### src/rtl/spi_pkg.sv
// Shared definitions for the SPI slave: FSM states, mode-bit values and default widths.
package spi_pkg;

  typedef enum logic [2:0] {
    IDLE,
    CHK_CMD,
    WRITE,
    READ_ADD,
    READ_DATA,
    RD_WAIT,
    RD_TX,
    DONE
  } spi_state_e;

  localparam logic MODE_WRITE = 1'b0;
  localparam logic MODE_READ  = 1'b1;

  localparam int unsigned DEF_DATA_W = 8;
  localparam int unsigned DEF_CMD_W  = 2;

endpackage

### src/rtl/spi_shift_reg.sv
// MSB-first shift register with synchronous clear, parallel load and shift-in.
// Exposes the MSB and the bits below it separately so each user taps only what it needs.
module spi_shift_reg #(
  parameter int unsigned WIDTH = 8
) (
  input  logic             clk,
  input  logic             rst_n,
  input  logic             clr,
  input  logic             load_en,
  input  logic             shift_en,
  input  logic             serial_in,
  input  logic [WIDTH-1:0] load_data,
  output logic             msb,
  output logic [WIDTH-2:0] rest
);

  logic [WIDTH-1:0] q;

  always_ff @(posedge clk or negedge rst_n) begin
    if (!rst_n) begin
      q <= '0;
    end else if (clr) begin
      q <= '0;
    end else if (load_en) begin
      q <= load_data;
    end else if (shift_en) begin
      q <= {q[WIDTH-2:0], serial_in};
    end
  end

  assign msb  = q[WIDTH-1];
  assign rest = q[WIDTH-2:0];

endmodule

### src/rtl/spi_slave_param.sv
// Parametrised SPI slave: receives {cmd, payload} frames on MOSI and returns
// handshaked read data on MISO, clocked directly by the SPI serial clock.
module spi_slave_param
  import spi_pkg::*;
#(
  parameter int unsigned DATA_W = DEF_DATA_W,
  parameter int unsigned CMD_W  = DEF_CMD_W
) (
  input  logic                    clk,
  input  logic                    rst_n,
  input  logic                    SS_n,
  input  logic                    MOSI,
  output logic                    MISO,
  output logic [CMD_W+DATA_W-1:0] rx_data,
  output logic                    rx_valid,
  input  logic [DATA_W-1:0]       tx_data,
  input  logic                    tx_valid,
  output logic                    frame_err,
  output logic                    rd_addr_pending
);

  localparam int unsigned RX_W  = CMD_W + DATA_W;
  localparam int unsigned RXC_W = $clog2(RX_W + 1);
  localparam int unsigned TXC_W = $clog2(DATA_W + 1);

  spi_state_e state, next_state;

  logic [RXC_W-1:0] bit_cnt;
  logic [TXC_W-1:0] tx_cnt;

  logic rx_shift, rx_done;
  logic tx_load, tx_shift, tx_done;
  logic abort, abort_err;
  logic set_pend, clr_pend;

  logic            rx_msb_unused;
  logic [RX_W-2:0] rx_rest;
  logic [DATA_W-2:0] tx_rest_unused;

  spi_shift_reg #(.WIDTH(RX_W)) u_rx_sr (
    .clk       (clk),
    .rst_n     (rst_n),
    .clr       (1'b0),
    .load_en   (1'b0),
    .shift_en  (rx_shift),
    .serial_in (MOSI),
    .load_data ('0),
    .msb       (rx_msb_unused),
    .rest      (rx_rest)
  );

  // MISO is the TX register MSB; zeros shift in behind the data so it idles low after the LSB.
  spi_shift_reg #(.WIDTH(DATA_W)) u_tx_sr (
    .clk       (clk),
    .rst_n     (rst_n),
    .clr       (abort),
    .load_en   (tx_load),
    .shift_en  (tx_shift),
    .serial_in (1'b0),
    .load_data (tx_data),
    .msb       (MISO),
    .rest      (tx_rest_unused)
  );

  always_ff @(posedge clk or negedge rst_n) begin
    if (!rst_n) begin
      state <= IDLE;
    end else begin
      state <= next_state;
    end
  end

  always_comb begin
    next_state = state;
    rx_shift   = 1'b0;
    rx_done    = 1'b0;
    tx_load    = 1'b0;
    tx_shift   = 1'b0;
    tx_done    = 1'b0;
    abort      = 1'b0;
    abort_err  = 1'b0;
    set_pend   = 1'b0;
    clr_pend   = 1'b0;

    if (state != IDLE && SS_n) begin
      next_state = IDLE;
      abort      = 1'b1;
      abort_err  = (state inside {WRITE, READ_ADD, READ_DATA});
    end else begin
      case (state)
        IDLE: begin
          if (!SS_n) next_state = CHK_CMD;
        end
        CHK_CMD: begin
          if (MOSI == MODE_WRITE)   next_state = WRITE;
          else if (rd_addr_pending) next_state = READ_DATA;
          else                      next_state = READ_ADD;
        end
        WRITE, READ_ADD, READ_DATA: begin
          rx_shift = 1'b1;
          if (bit_cnt == RXC_W'(RX_W - 1)) begin
            rx_done    = 1'b1;
            set_pend   = (state == READ_ADD);
            next_state = (state == READ_DATA) ? RD_WAIT : DONE;
          end
        end
        RD_WAIT: begin
          if (tx_valid) begin
            tx_load    = 1'b1;
            next_state = RD_TX;
          end
        end
        RD_TX: begin
          tx_shift = 1'b1;
          if (tx_cnt == TXC_W'(DATA_W)) begin
            tx_done    = 1'b1;
            clr_pend   = 1'b1;
            next_state = DONE;
          end
        end
        DONE: begin
          next_state = DONE;
        end
        default: next_state = IDLE;
      endcase
    end
  end

  always_ff @(posedge clk or negedge rst_n) begin
    if (!rst_n) begin
      rx_data         <= '0;
      rx_valid        <= 1'b0;
      frame_err       <= 1'b0;
      rd_addr_pending <= 1'b0;
      bit_cnt         <= '0;
      tx_cnt          <= '0;
    end else begin
      rx_valid  <= rx_done;
      frame_err <= abort_err;

      if (rx_done) rx_data <= {rx_rest, MOSI};

      if (set_pend)      rd_addr_pending <= 1'b1;
      else if (clr_pend) rd_addr_pending <= 1'b0;

      if (state == IDLE)  bit_cnt <= '0;
      else if (rx_shift)  bit_cnt <= bit_cnt + RXC_W'(1);

      // tx_cnt counts bits already presented on MISO; the load edge presents the first.
      if (state == IDLE)              tx_cnt <= '0;
      else if (tx_load)               tx_cnt <= TXC_W'(1);
      else if (tx_shift && !tx_done)  tx_cnt <= tx_cnt + TXC_W'(1);
    end
  end

endmodule

### config.mk
export PLATFORM = sky130hd
export DESIGN_NAME = spi_slave_param
export DESIGN_NICKNAME = d
export VERILOG_FILES = /design/src/rtl/spi_pkg.sv /design/src/rtl/spi_shift_reg.sv /design/src/rtl/spi_slave_param.sv
export SDC_FILE = /design/constraint.sdc
export NUM_CORES = 1
export LEC_CHECK = 0
export ABC_AREA = 1
export ABC_CLOCK_PERIOD_IN_PS = 1600
export BUFFER_PORTS_ARGS = -buffer_cell sky130_fd_sc_hd__buf_2
export CORE_MARGIN = 1
export CORE_UTILIZATION = 45
export CTS_CLUSTER_DIAMETER = 120
export DETAILED_ROUTE_END_ITERATION = 8
export GPL_ROUTABILITY_DRIVEN = 0
export SYNTH_ARGS = -nofsm -noshare
export SYNTH_HDL_FRONTEND = slang
export SYNTH_SLANG_ARGS = --single-unit
### constraint.sdc
create_clock -name clk -period 1.6 [get_ports clk]
set_clock_uncertainty 0.05 [all_clocks]
set_input_delay 0.16 -clock clk [delete_from_list [all_inputs] [get_ports clk]]
set_output_delay 0.16 -clock clk [all_outputs]
set_load 0.005 [all_outputs]
Word-level counts from Yosys, hierarchy flattened
Cells that the tools add are included.

operators by class
  $add $sub $neg = 2
  eq/ne operators = 13
  multiplexer cells = 37
  reduce and logical (&&, ||, !) cells = 12

operators with widths
  kind                 number
  $mux 8               3
  $mux 3               7
  $mux 1               20
  $mux 4               5
  $pmux 3 s6           1
  $eq 3x3->1 const B   4
  $ne 3x3->1 const B   4
  $reduce_bool 3->1    4
  $add 4x1->4 const B  2
  $eq 4x4->1 const B   2
  $eq 3x2->1 const B   2
  $reduce_and 4->1     1
  $reduce_bool 2->1    2
  $eq 3x1->1 const B   1
  $logic_not 3->1      1
  $reduce_or 3->1      1
  $logic_and 1x1->1    2
  $mux 2               1
  $logic_not 1->1      1

word-level totals
  register bits = 41
  input port bits = 13
  word-level logic and storage cells = 73

Longest topological paths before layout
Gate-level depths: netlist (run 1).

  depth after elaboration = 9
  mapped depth = 11
  mapped depth without buffers = 9

Hierarchy
Synthesis (run 1) repeated with hierarchy kept, for this count alone.

unflattened totals
  cell total of the unflattened synthesis = 298
  area, all modules = 2,275.9 um2

modules (own cells, without submodules)
  module                   instances  cells an instance  area an instance (um2)  seq. area each (um2)
  spi_slave_param          1          161                1,286.2                 600.6
  spi_shift_reg (u_rx_sr)  1          76                 540.5                   250.2
  spi_shift_reg (u_tx_sr)  1          61                 449.2                   200.2

Worst setup path before layout (run 1)
Ideal clock, no wire load.

  path type = flip-flop to flip-flop
  start point = register state[1]
  end point = register u_tx_sr.q[1]
  setup time = 0.116 ns
  arrival = 1.167 ns
  required time = 1.434 ns
  setup slack = 0.266 ns
  cell stages (with the launch flop) = 11
  path buffers = 2
  clock period less this slack = 1.334 ns
  cell sequence = dfrtp_1 buf_6 inv_2 nand3_1 nor2_2 nand2_2 buf_6 nand2_1 nand2_1 nand2_1 nand2_1

between the ends
  cells in the longest elaborated chain, start to end = 5
  elaborated cells on any way between the ends = 12
  those cells by class = eq/ne: 2; mux: 7; reduce/logical: 3

RTL lines
  item                                                    line                                          RTL
  from (decl)                                             spi_slave_param.sv:26                         spi_state_e state, next_state;
  from (signal assigned)                                  spi_slave_param.sv:69                         state <= next_state;
  $eq 3x3->1 / $reduce_bool 3->1 (equally long branches)  spi_slave_param.sv:90, spi_slave_param.sv:85
  $mux 1 / $logic_and 1x1->1 (equally long branches)      spi_slave_param.sv:90, spi_slave_param.sv:85
  $mux 1                                                  spi_slave_param.sv:85                         if (state != IDLE && SS_n) begin
  $mux 8                                                  spi_shift_reg.sv:24                           end else if (load_en) begin
  $mux 8                                                  spi_shift_reg.sv:22                           end else if (clr) begin
  to (signal assigned)                                    spi_shift_reg.sv:25                           q <= load_data;
  to (signal assigned)                                    spi_shift_reg.sv:27                           q <= {q[WIDTH-2:0], serial_in};
  to (decl)                                               spi_shift_reg.sv:17                           logic [WIDTH-1:0] q;

Parallel ways exist; a longest one is shown, timed or not.
A chain may end at the register's enable or synchronous reset.

Final worst setup path (run 1)
  start point = register state[1]
  end point = register tx_cnt[0]

between the ends
  cells in the longest elaborated chain, start to end = 6
  elaborated cells on any way between the ends = 16
  those cells by class = eq/ne: 2; mux: 8; reduce/logical: 6

RTL lines
  item                                                    line                                          RTL
  $eq 3x3->1 / $reduce_bool 3->1 (equally long branches)  spi_slave_param.sv:90, spi_slave_param.sv:85
  $mux 1 / $logic_and 1x1->1 (equally long branches)      spi_slave_param.sv:90, spi_slave_param.sv:85
  $mux 1                                                  spi_slave_param.sv:85
  $logic_not 1->1                                         spi_slave_param.sv:152                        else if (tx_shift && !tx_done) tx_cnt <= tx_cnt + TXC_W'(1);
  $logic_and 1x1->1                                       spi_slave_param.sv:152
  $reduce_bool 3->1 (no source line)                      n/a
  to (signal assigned)                                    spi_slave_param.sv:152
  to (decl)                                               spi_slave_param.sv:29                         logic [TXC_W-1:0] tx_cnt;

Parallel ways exist; a longest one is shown, timed or not.

==> results.sh, run 1 <==
export IMPL_max_freq_mhz=685.2
export IMPL_portBuffers=26
export IMPL_hold_class="in2reg"
export IMPL_ir_worst_vdd_v=0.0005965
export IMPL_wirelength_mm=3.770
export IMPL_clk_pin_slew_ps=80
export IMPL_layout_common_cells="nand2_1, dfrtp_1, buf_2, inv_1, o21ai_0"
export IMPL_synth_seq_cells=41
export IMPL_syn_inst=250
export IMPL_hold_viol=0
export IMPL_final_setup_viol_count=0
export IMPL_async_reset_ff_share_pct=100.0
export IMPL_min_path_cells=3
export IMPL_slew_viol_final=0
export IMPL_cp_start_kind="flip-flop"
export IMPL_pin_count=27
export IMPL_vias_per_cell=4.723
export IMPL_holdWs_ps=28.78
export IMPL_grt_max_degree=23
export IMPL_reg2regPathDepth=8
export IMPL_rsz0062_at_grt="false"
export IMPL_clock_sinks=41
export IMPL_ys_seq_area_share_pct=49.31
export IMPL_die_w_um=70
export IMPL_worstPathMaxFanout=7
export IMPL_synth_edf_count=0
export IMPL_status="finished clean"
export IMPL_tightest_slew_ps=327.3
export IMPL_syn_nets=267
export IMPL_cp_arrival_ps=1600
export IMPL_wire_per_inst_um=11.12
export IMPL_clock_latency_ps=290
export IMPL_grt_pass1_wl_mm=6.803
export IMPL_r2r_end="tx_cnt[0]"
export IMPL_fin_setup_tns_ps=0
export IMPL_antenna_found_initial=0
export IMPL_rows=24
export IMPL_cts_made_buffers=5
export IMPL_grt_ovfl_total=0
export IMPL_start_util_pct=47.14
export IMPL_drc=0
export IMPL_worstPathRequired_ps=1740
export IMPL_critPathKind="reg2reg"
export IMPL_placed_cell_area_sq_um=2301
export IMPL_fin_crit_ps=1459
export IMPL_hp_start="tx_data[0]"
export IMPL_grt_usage_pct=17.40
export IMPL_layout_nets=303
export IMPL_fin_util_pct=55.58
export IMPL_clk_path_buf_depth=2
export IMPL_ant_nets=0
export IMPL_cts_max_level=2
export IMPL_syn_area_per_cell_sq_um=8.323
export IMPL_cts_root_buffer="clkbuf_8"
export IMPL_mostFrequentLayoutCell="nand2_1"
export IMPL_die_h_um=70
export IMPL_r2r_slack_ps=140
export IMPL_syn_area_sq_um=2081
export IMPL_fin_area_sq_um=2454
export IMPL_r2r_start="state[1]"
export IMPL_yosys_warnings=0
export IMPL_insertedDiodeCount=0
export IMPL_cts_tree="done"
export IMPL_endpoint_kind="flip-flop"
export IMPL_vias=1601
export IMPL_power_density_nw_per_um2=1352
export IMPL_maxSlewHeadroom_pct=78.11
export IMPL_cap_violations=0
export IMPL_fp_coreArea_sq_um=4414
export IMPL_drive_above_1_share_pct=26.48
export IMPL_synth_distinct_cells=26
export IMPL_hold_path_end="u_tx_sr.q[0]"
export IMPL_grt_pass1_vias=1528
export IMPL_fillCellCount=435
export IMPL_dp_final_hpwl_mm=2.797
export IMPL_dr_pass1_iters=4
export IMPL_synth_flop_cell="dfrtp_1"
export IMPL_drt_iter0_drc=109
export IMPL_power_leakage_nw=1.365
export IMPL_area_growth_synth_to_final_pct=17.92
export IMPL_die_area_sq_um=4900
export IMPL_min_period_over_period_pct=91.22
state kept, by name, summed over array words and instances, names as in the netlist:
name / flops
rd_addr_pending: 1
state: 3
rx_data: 10
bit_cnt: 4
rx_valid: 1
u_tx_sr.q: 8
tx_cnt: 4
u_rx_sr.q: 9
frame_err: 1
area by class of cell:
| class | instances | area, sq um | share of cell area [%] |
|---|---|---|---|
| Inverter | 31 | 117.6 | 4.793 |
| Tap cell | 52 | 65.06 | 2.652 |
| Timing Repair Buffer | 37 | 240.2 | 9.791 |
| Sequential cell | 41 | 1028 | 41.92 |
| Clock inverter | 2 | 37.54 | 1.530 |
| Multi-Input combinational cell | 170 | 882.1 | 35.95 |
| Clock buffer | 6 | 82.58 | 3.366 |
power by group:
group / switching [mW] / internal [mW]
sequential: 0.150 / 1.21
combinational: 0.682 / 0.409
clock: 0.357 / 0.507
synth_stat cells (2+ instances only):
cell	number	area share, %
ha_1	4	2.4
a21oi_1	3	0.72
nand3_1	11	2.6
nand4_1	5	1.5
dfrtp_1	41	49
nor3_4	2	1.6
nand2_1	96	17
nor2_2	2	0.60
nor2_1	10	1.8
nand2_4	3	1.6
buf_6	5	2.7
nand2_2	6	1.8
o21ai_2	7	2.9
buf_4	2	0.72
o21ai_1	3	0.72
inv_1	24	4.3
o21ai_0	12	2.9
inv_2	6	1.1
stage by stage:
step                      setup WS [ps]  total power [mW]  std cells
final                             140.5             3.317        339
after global routing              9.374             3.571        339
after CTS                         30.52             3.334        339
after detailed placement          49.80             2.459        330
after global placement            70.10             2.452        330
after floorplan                   266.3             2.166        250
cells by family (layout without fill, tap and decap cells):
family | Yosys count | after routing | synth area share (%)
AOI/OAI and AO/OA | 27 | 27 | 7.938
xor gates and xnor gates | 1 | 1 | 0.4210
adders and majority gates | 4 | 4 | 2.405
buffers and inverters | 39 | 76 | 9.260
DFF | 41 | 41 | 49.31
and+or+nand+nor | 138 | 138 | 30.67
metal layers:
layer,routed length [um],up-vias,GRT usage (%)
li1,-,848,-
met3,151,4,3.896
met1,1855,724,23.30
met2,1746,25,28.85
met5,0,-,0
met4,17,0,4.000
how the worst max path moves through the flow:
| stage | slack, ps | startpoint | endpoint | cells past startpoint |
|---|---|---|---|---|
| final | 140 | state[1] | tx_cnt[0] | 8 |
| after global routing | 9 | tx_cnt[0] | tx_cnt[2] | 9 |
| after CTS | 30 | state[1] | u_tx_sr.q[6] | 9 |
| after detailed placement | 50 | state[1] | u_tx_sr.q[6] | 9 |
| after global placement | 70 | state[1] | u_tx_sr.q[6] | 9 |
| after floorplan | 270 | state[1] | u_tx_sr.q[1] | 10 |
critical path, stage by stage, from the launching register on:
cell     delay (ps)
dfrtp_2         450
buf_4           180
nand2_1          90
nor3_4          210
nand2_2         140
nand2_1          90
nand3_1          60
nand2_1          60
inv_1            30
what timing repair did:
item / 4_1_cts / 5_1_grt
resized for setup: 0 / 6
setup buffers: 0 / 0
hold endpoints to repair: 41 / 0
hold buffers: 1 / 0
endpoints found under the setup margin: 0 / 14
Note: power is estimated with default switching activity, not from simulation.
==> run 2: changes to the inputs <==
- CORE_UTILIZATION: 45 -> 30
==> run 2 against run 1 <==
Against the previous run:
- critical path depth is 2 higher
- combinational power hardly changed
- highest routed layer unchanged
- count of clock-buffer cells in the layout stayed put
- wire length is 5.5% higher
- first-iteration DRC count is 33% lower
- register-to-register slack better by 20 ps
- fmax is 1.4% higher
==> results.sh, run 2 (synthesized netlist as in run 1, its figures left out) <==
export IMPL_fin_crit_ps=1439
export IMPL_ir_worst_vdd_v=0.0004674
export IMPL_portBuffers=26
export IMPL_dp_final_hpwl_mm=2.834
export IMPL_clk_pin_slew_ps=80
export IMPL_maxSlewHeadroom_pct=64.48
export IMPL_die_w_um=85.28
export IMPL_cts_tree="done"
export IMPL_grt_ovfl_total=0
export IMPL_power_leakage_nw=1.350
export IMPL_start_util_pct=31.86
export IMPL_hold_viol=0
export IMPL_final_setup_viol_count=0
export IMPL_rows=29
export IMPL_tightest_slew_ps=532.8
export IMPL_clk_path_buf_depth=2
export IMPL_cts_max_level=2
export IMPL_insertedDiodeCount=0
export IMPL_cts_made_buffers=5
export IMPL_slew_viol_final=0
export IMPL_grt_pass1_wl_mm=7.162
export IMPL_worstPathRequired_ps=1740
export IMPL_cp_start_kind="flip-flop"
export IMPL_drc=0
export IMPL_fin_setup_tns_ps=0
export IMPL_grt_usage_pct=12.45
export IMPL_cp_arrival_ps=1580
export IMPL_wire_per_inst_um=10.96
export IMPL_area_growth_synth_to_final_pct=17.92
export IMPL_status="finished clean"
export IMPL_die_h_um=85.28
export IMPL_worstPathMaxFanout=20
export IMPL_cts_root_buffer="clkbuf_8"
export IMPL_antenna_found_initial=0
export IMPL_total_power_mw=3.160
export IMPL_grt_max_degree=42
export IMPL_critPathKind="reg2reg"
export IMPL_largest_reg_flops=10
export IMPL_grt_pass1_vias=1590
export IMPL_regMostFlops="rx_data"
export IMPL_power_density_nw_per_um2=1288
export IMPL_post_cts_buffers=0
export IMPL_fp_coreArea_sq_um=6531
export IMPL_drive_above_1_share_pct=26.22
export IMPL_die_area_sq_um=7273
export IMPL_max_freq_mhz=694.9
export IMPL_rsz0062_at_grt="false"
export IMPL_mostFrequentLayoutCell="nand2_1"
export IMPL_drt_iter0_drc=73
export IMPL_pin_count=27
export IMPL_wirelength_mm=3.977
export IMPL_endpoint_kind="flip-flop"
export IMPL_vias=1612
export IMPL_cap_violations=0
export IMPL_largest_registers="rx_data: 10 flops, u_rx_sr.q: 9 flops, u_tx_sr.q: 8 flops"
export IMPL_clock_sinks=41
export IMPL_vias_per_cell=4.441
export IMPL_clock_latency_ps=290
export IMPL_ant_nets=0
export IMPL_layout_common_cells="nand2_1, dfrtp_1, buf_2, inv_1, o21ai_0"
export IMPL_dr_pass1_iters=4
export IMPL_hold_class="in2reg"
export IMPL_layout_nets=302
export IMPL_min_period_over_period_pct=89.95
-- run 2: cell types whose count changed in the layout (fill, tap and decap cells not counted), sizes merged --
cell	previous run	this run
clkinvlp	1	0
bufinv	1	0
clkinv	1	3
buf	36	35
-- run 2: timing repair --
action | 4_1_cts | 5_1_grt
hold endpoints to repair | 41 | 0
setup endpoints to repair | 0 | 10
gates resized for setup | 0 | 6
hold buffers | 1 | 0
-- run 2: critical path, cell delays in order, from the launching register on --
cell and delay, ps:
dfrtp_2 460, buf_4 160, nand2_2 60, nand2_2 80, nand2_4 90, inv_2 50
nand2_2 70, buf_12 160, clkinv_2 60, nand2_1 50, nand2_1 40
-- run 2: metrics by stage --
| stage | worst slack, ps | cells | hold slack, ps | cell area (sq um) | utilization, % |
|---|---|---|---|---|---|
| detailed placement | 64.05 | 354 | 220.2 | 2325 | 35.59 |
| finish | 160.9 | 363 | 32.02 | 2454 | 37.57 |
| floorplan | 266.3 | 250 | -185.6 | 2081 | - |
| global route | 38.03 | 363 | 50.73 | 2454 | 37.57 |
| global placement | 113.3 | 354 | 220.2 | 2325 | 35.59 |
| CTS | 50.91 | 363 | 26.95 | 2431 | 37.22 |
-- run 2: per-layer routing --
layer  up-vias  GRT usage (%)  wire, um
met5         -              0         0
met2        20          20.67      1803
met1       741          15.90      1980
met3         4          3.988       162
li1        847              -         -
met4         0          2.879        31
-- run 2: final cells by class --
class | count | area (sq um)
sequential | 41 | 1028
clock buffer | 6 | 82.58
timing repair buffer | 36 | 232.7
inverter | 31 | 117.6
tap | 77 | 96.34
multi-input combinational | 170 | 882.1
fill | 685 | 4078
clock inverter | 2 | 13.76
-- run 2: where the power goes --
group          switching [mW]  total, mW  internal [mW]
clock                   0.365      0.715          0.350
combinational           0.665       1.07          0.406
sequential              0.162       1.37           1.21
total                    1.19       3.16           1.97
-- run 2: worst paths after layout --
check / start / endpoint / slack [ps] / depth (start not counted)
max: state[2] / rx_data[9] / 160 / 10
min: tx_data[0] / u_tx_sr.q[0] / 30 / 3
max reg2reg: state[2] / rx_data[9] / 160 / 10
min reg2reg: u_tx_sr.q[2] / u_tx_sr.q[2] / 430 / 2
max in group asynchronous: rst_n / state[2] / 710 / 3
min in group asynchronous: rst_n / state[0] / 410 / 3
==> run 3: changes to the inputs <==
- REMOVE_ABC_BUFFERS: default -> 1
==> run 3 against run 2 <==
Against the previous run:
- wire length is 5.6% lower
- via count is 0.43% lower
- die area stayed put
- first-iteration DRC count is 29% lower
- core utilization is 0.27 points lower
- sequential share of layout area is 0.30 points higher
- global-route usage is 0.73 points lower
- fmax is 1.5% lower
- final cell count is 0.55% lower
- clock power is 14% higher
==> results.sh, run 3 (synthesized netlist as in run 1, its figures left out) <==
export IMPL_status="finished clean"
export IMPL_seqCellArea_sq_um=1028
export IMPL_largest_reg_flops=10
export IMPL_min_period_over_period_pct=91.32
export IMPL_clock_latency_ps=290
export IMPL_grt_pass1_wl_mm=6.762
export IMPL_ir_worst_vdd_v=0.0003961
export IMPL_drive_above_1_share_pct=25.00
export IMPL_drt_met1_wl_mm=1.814
export IMPL_layout_common_cells="nand2_1, dfrtp_1, buf_2, inv_1, o21ai_0"
export IMPL_cp_start_kind="flip-flop"
export IMPL_slew_viol_final=0
export IMPL_power_density_nw_per_um2=1309
export IMPL_rsz0062_at_grt="false"
export IMPL_die_h_um=85.28
export IMPL_area_growth_synth_to_final_pct=17.08
export IMPL_dp_final_hpwl_mm=2.844
export IMPL_grt_max_degree=23
export IMPL_rows=29
export IMPL_cts_made_buffers=5
export IMPL_wirelength_mm=3.756
export IMPL_pin_count=27
export IMPL_fillCellCount=676
export IMPL_drc=0
export IMPL_maxSlewHeadroom_pct=76.59
export IMPL_grt_ovfl_total=0
export IMPL_power_leakage_nw=1.338
export IMPL_layout_nets=300
export IMPL_cp_arrival_ps=1600
export IMPL_met3_length_um=137
export IMPL_insertedDiodeCount=0
export IMPL_die_w_um=85.28
export IMPL_regMostFlops="rx_data"
export IMPL_cts_tree="done"
export IMPL_portBuffers=26
export IMPL_worstPathMaxFanout=20
export IMPL_dr_max_layer_used="met4"
export IMPL_placed_cell_area_sq_um=2297
export IMPL_final_setup_viol_count=0
export IMPL_holdWs_ps=39.37
export IMPL_grt_usage_pct=11.72
export IMPL_wire_per_inst_um=10.40
export IMPL_grt_pass1_vias=1614
export IMPL_tightest_slew_ps=350.0
export IMPL_fin_area_sq_um=2436
export IMPL_vias=1605
export IMPL_drt_iter0_drc=52
export IMPL_fp_coreArea_sq_um=6531
export IMPL_dr_pass1_iters=4
export IMPL_clock_sinks=41
export IMPL_start_util_pct=31.86
export IMPL_endpoint_kind="flip-flop"
export IMPL_vias_per_cell=4.446
export IMPL_die_area_sq_um=7273
export IMPL_ant_nets=0
export IMPL_hold_class="in2reg"
export IMPL_wl_met2_mm=1.723
export IMPL_hold_viol=0
export IMPL_mostFrequentLayoutCell="nand2_1"
export IMPL_cts_root_buffer="clkbuf_8"
export IMPL_cap_violations=0
export IMPL_fin_crit_ps=1461
export IMPL_cts_max_level=2
export IMPL_critPathKind="reg2reg"
export IMPL_clk_path_buf_depth=2
export IMPL_max_freq_mhz=684.4
export IMPL_multi_input_area_sq_um=877.1
export IMPL_worstPathRequired_ps=1740
export IMPL_antenna_found_initial=0
export IMPL_largest_registers="rx_data: 10 flops, u_rx_sr.q: 9 flops, u_tx_sr.q: 8 flops"
export IMPL_clk_pin_slew_ps=80
-- run 3: cell count changes in the layout (fill, tap and decap cells not counted), sizes merged --
cell	delta
buf	-2
bufinv	+1
clkinv	-1
-- run 3: path summary, 6_finish.rpt --
| kind | start | endpoint | slack (ps) | cells past startpoint |
|---|---|---|---|---|
| worst max register to register | state[1] | rx_data[1] | 140 | 9 |
| worst max-delay path | state[1] | rx_data[1] | 140 | 9 |
| worst min register to register | u_tx_sr.q[0] | u_tx_sr.q[0] | 420 | 2 |
| worst min-delay path | tx_data[0] | u_tx_sr.q[0] | 40 | 3 |
| min in group asynchronous | rst_n | rx_data[6] | 320 | 3 |
| max in group asynchronous | rst_n | state[0] | 910 | 3 |
-- run 3: through the flow --
| step | power (mW) | TNS (ps) | setup slack [ps] | instances | util [%] |
|---|---|---|---|---|---|
| 4_1_cts | 3.224 | 0 | 55.98 | 361 | 37.05 |
| 3_5_place_dp | 2.388 | 0 | 18.38 | 352 | 35.17 |
| 5_1_grt | 3.437 | 0 | 2.399 | 361 | 37.30 |
| 2_1_floorplan | 2.072 | -9.456 | -9.456 | 242 | - |
| 6_report | 3.190 | 0 | 138.8 | 361 | 37.30 |
| 3_3_place_gp | 2.366 | 0 | 47.60 | 352 | 35.17 |
-- run 3: area by class of cell --
cell class	instances	area share, %
Clock buffer	6	2.979
Tap cell	77	3.955
Sequential cell	41	42.22
Timing Repair Buffer	34	8.423
Clock inverter	2	1.592
Multi-Input combinational cell	170	36.00
Inverter	31	4.828
-- run 3: timing repair --
action,CTS,global route
hold endpoints to repair,41,0
hold buffers,1,0
setup endpoints to repair,1,10
buffers inserted,0,0
gates resized for setup,1,4
pin swaps,0,0
-- run 3: critical path, stage by stage, from the launching register on --
cell and delay, ps:
dfrtp_2 510, nor2_8 150, nand2_2 50, nand2_2 100
nand2_4 80, inv_2 80, nand2_2 60, buf_12 150
nand2_1 80, o21ai_2 50
-- run 3: power breakdown --
| part | internal [mW] | switching [mW] |
|---|---|---|
| Combinational | 0.358 | 0.615 |
| Clock | 0.468 | 0.350 |
| Sequential | 1.21 | 0.187 |
-- run 3: routing by layer --
layer,vias to the layer above,global-route usage [%]
li1,839,-
met4,0,4.697
met2,24,20.38
met5,-,0
met3,8,3.891
met1,734,13.29
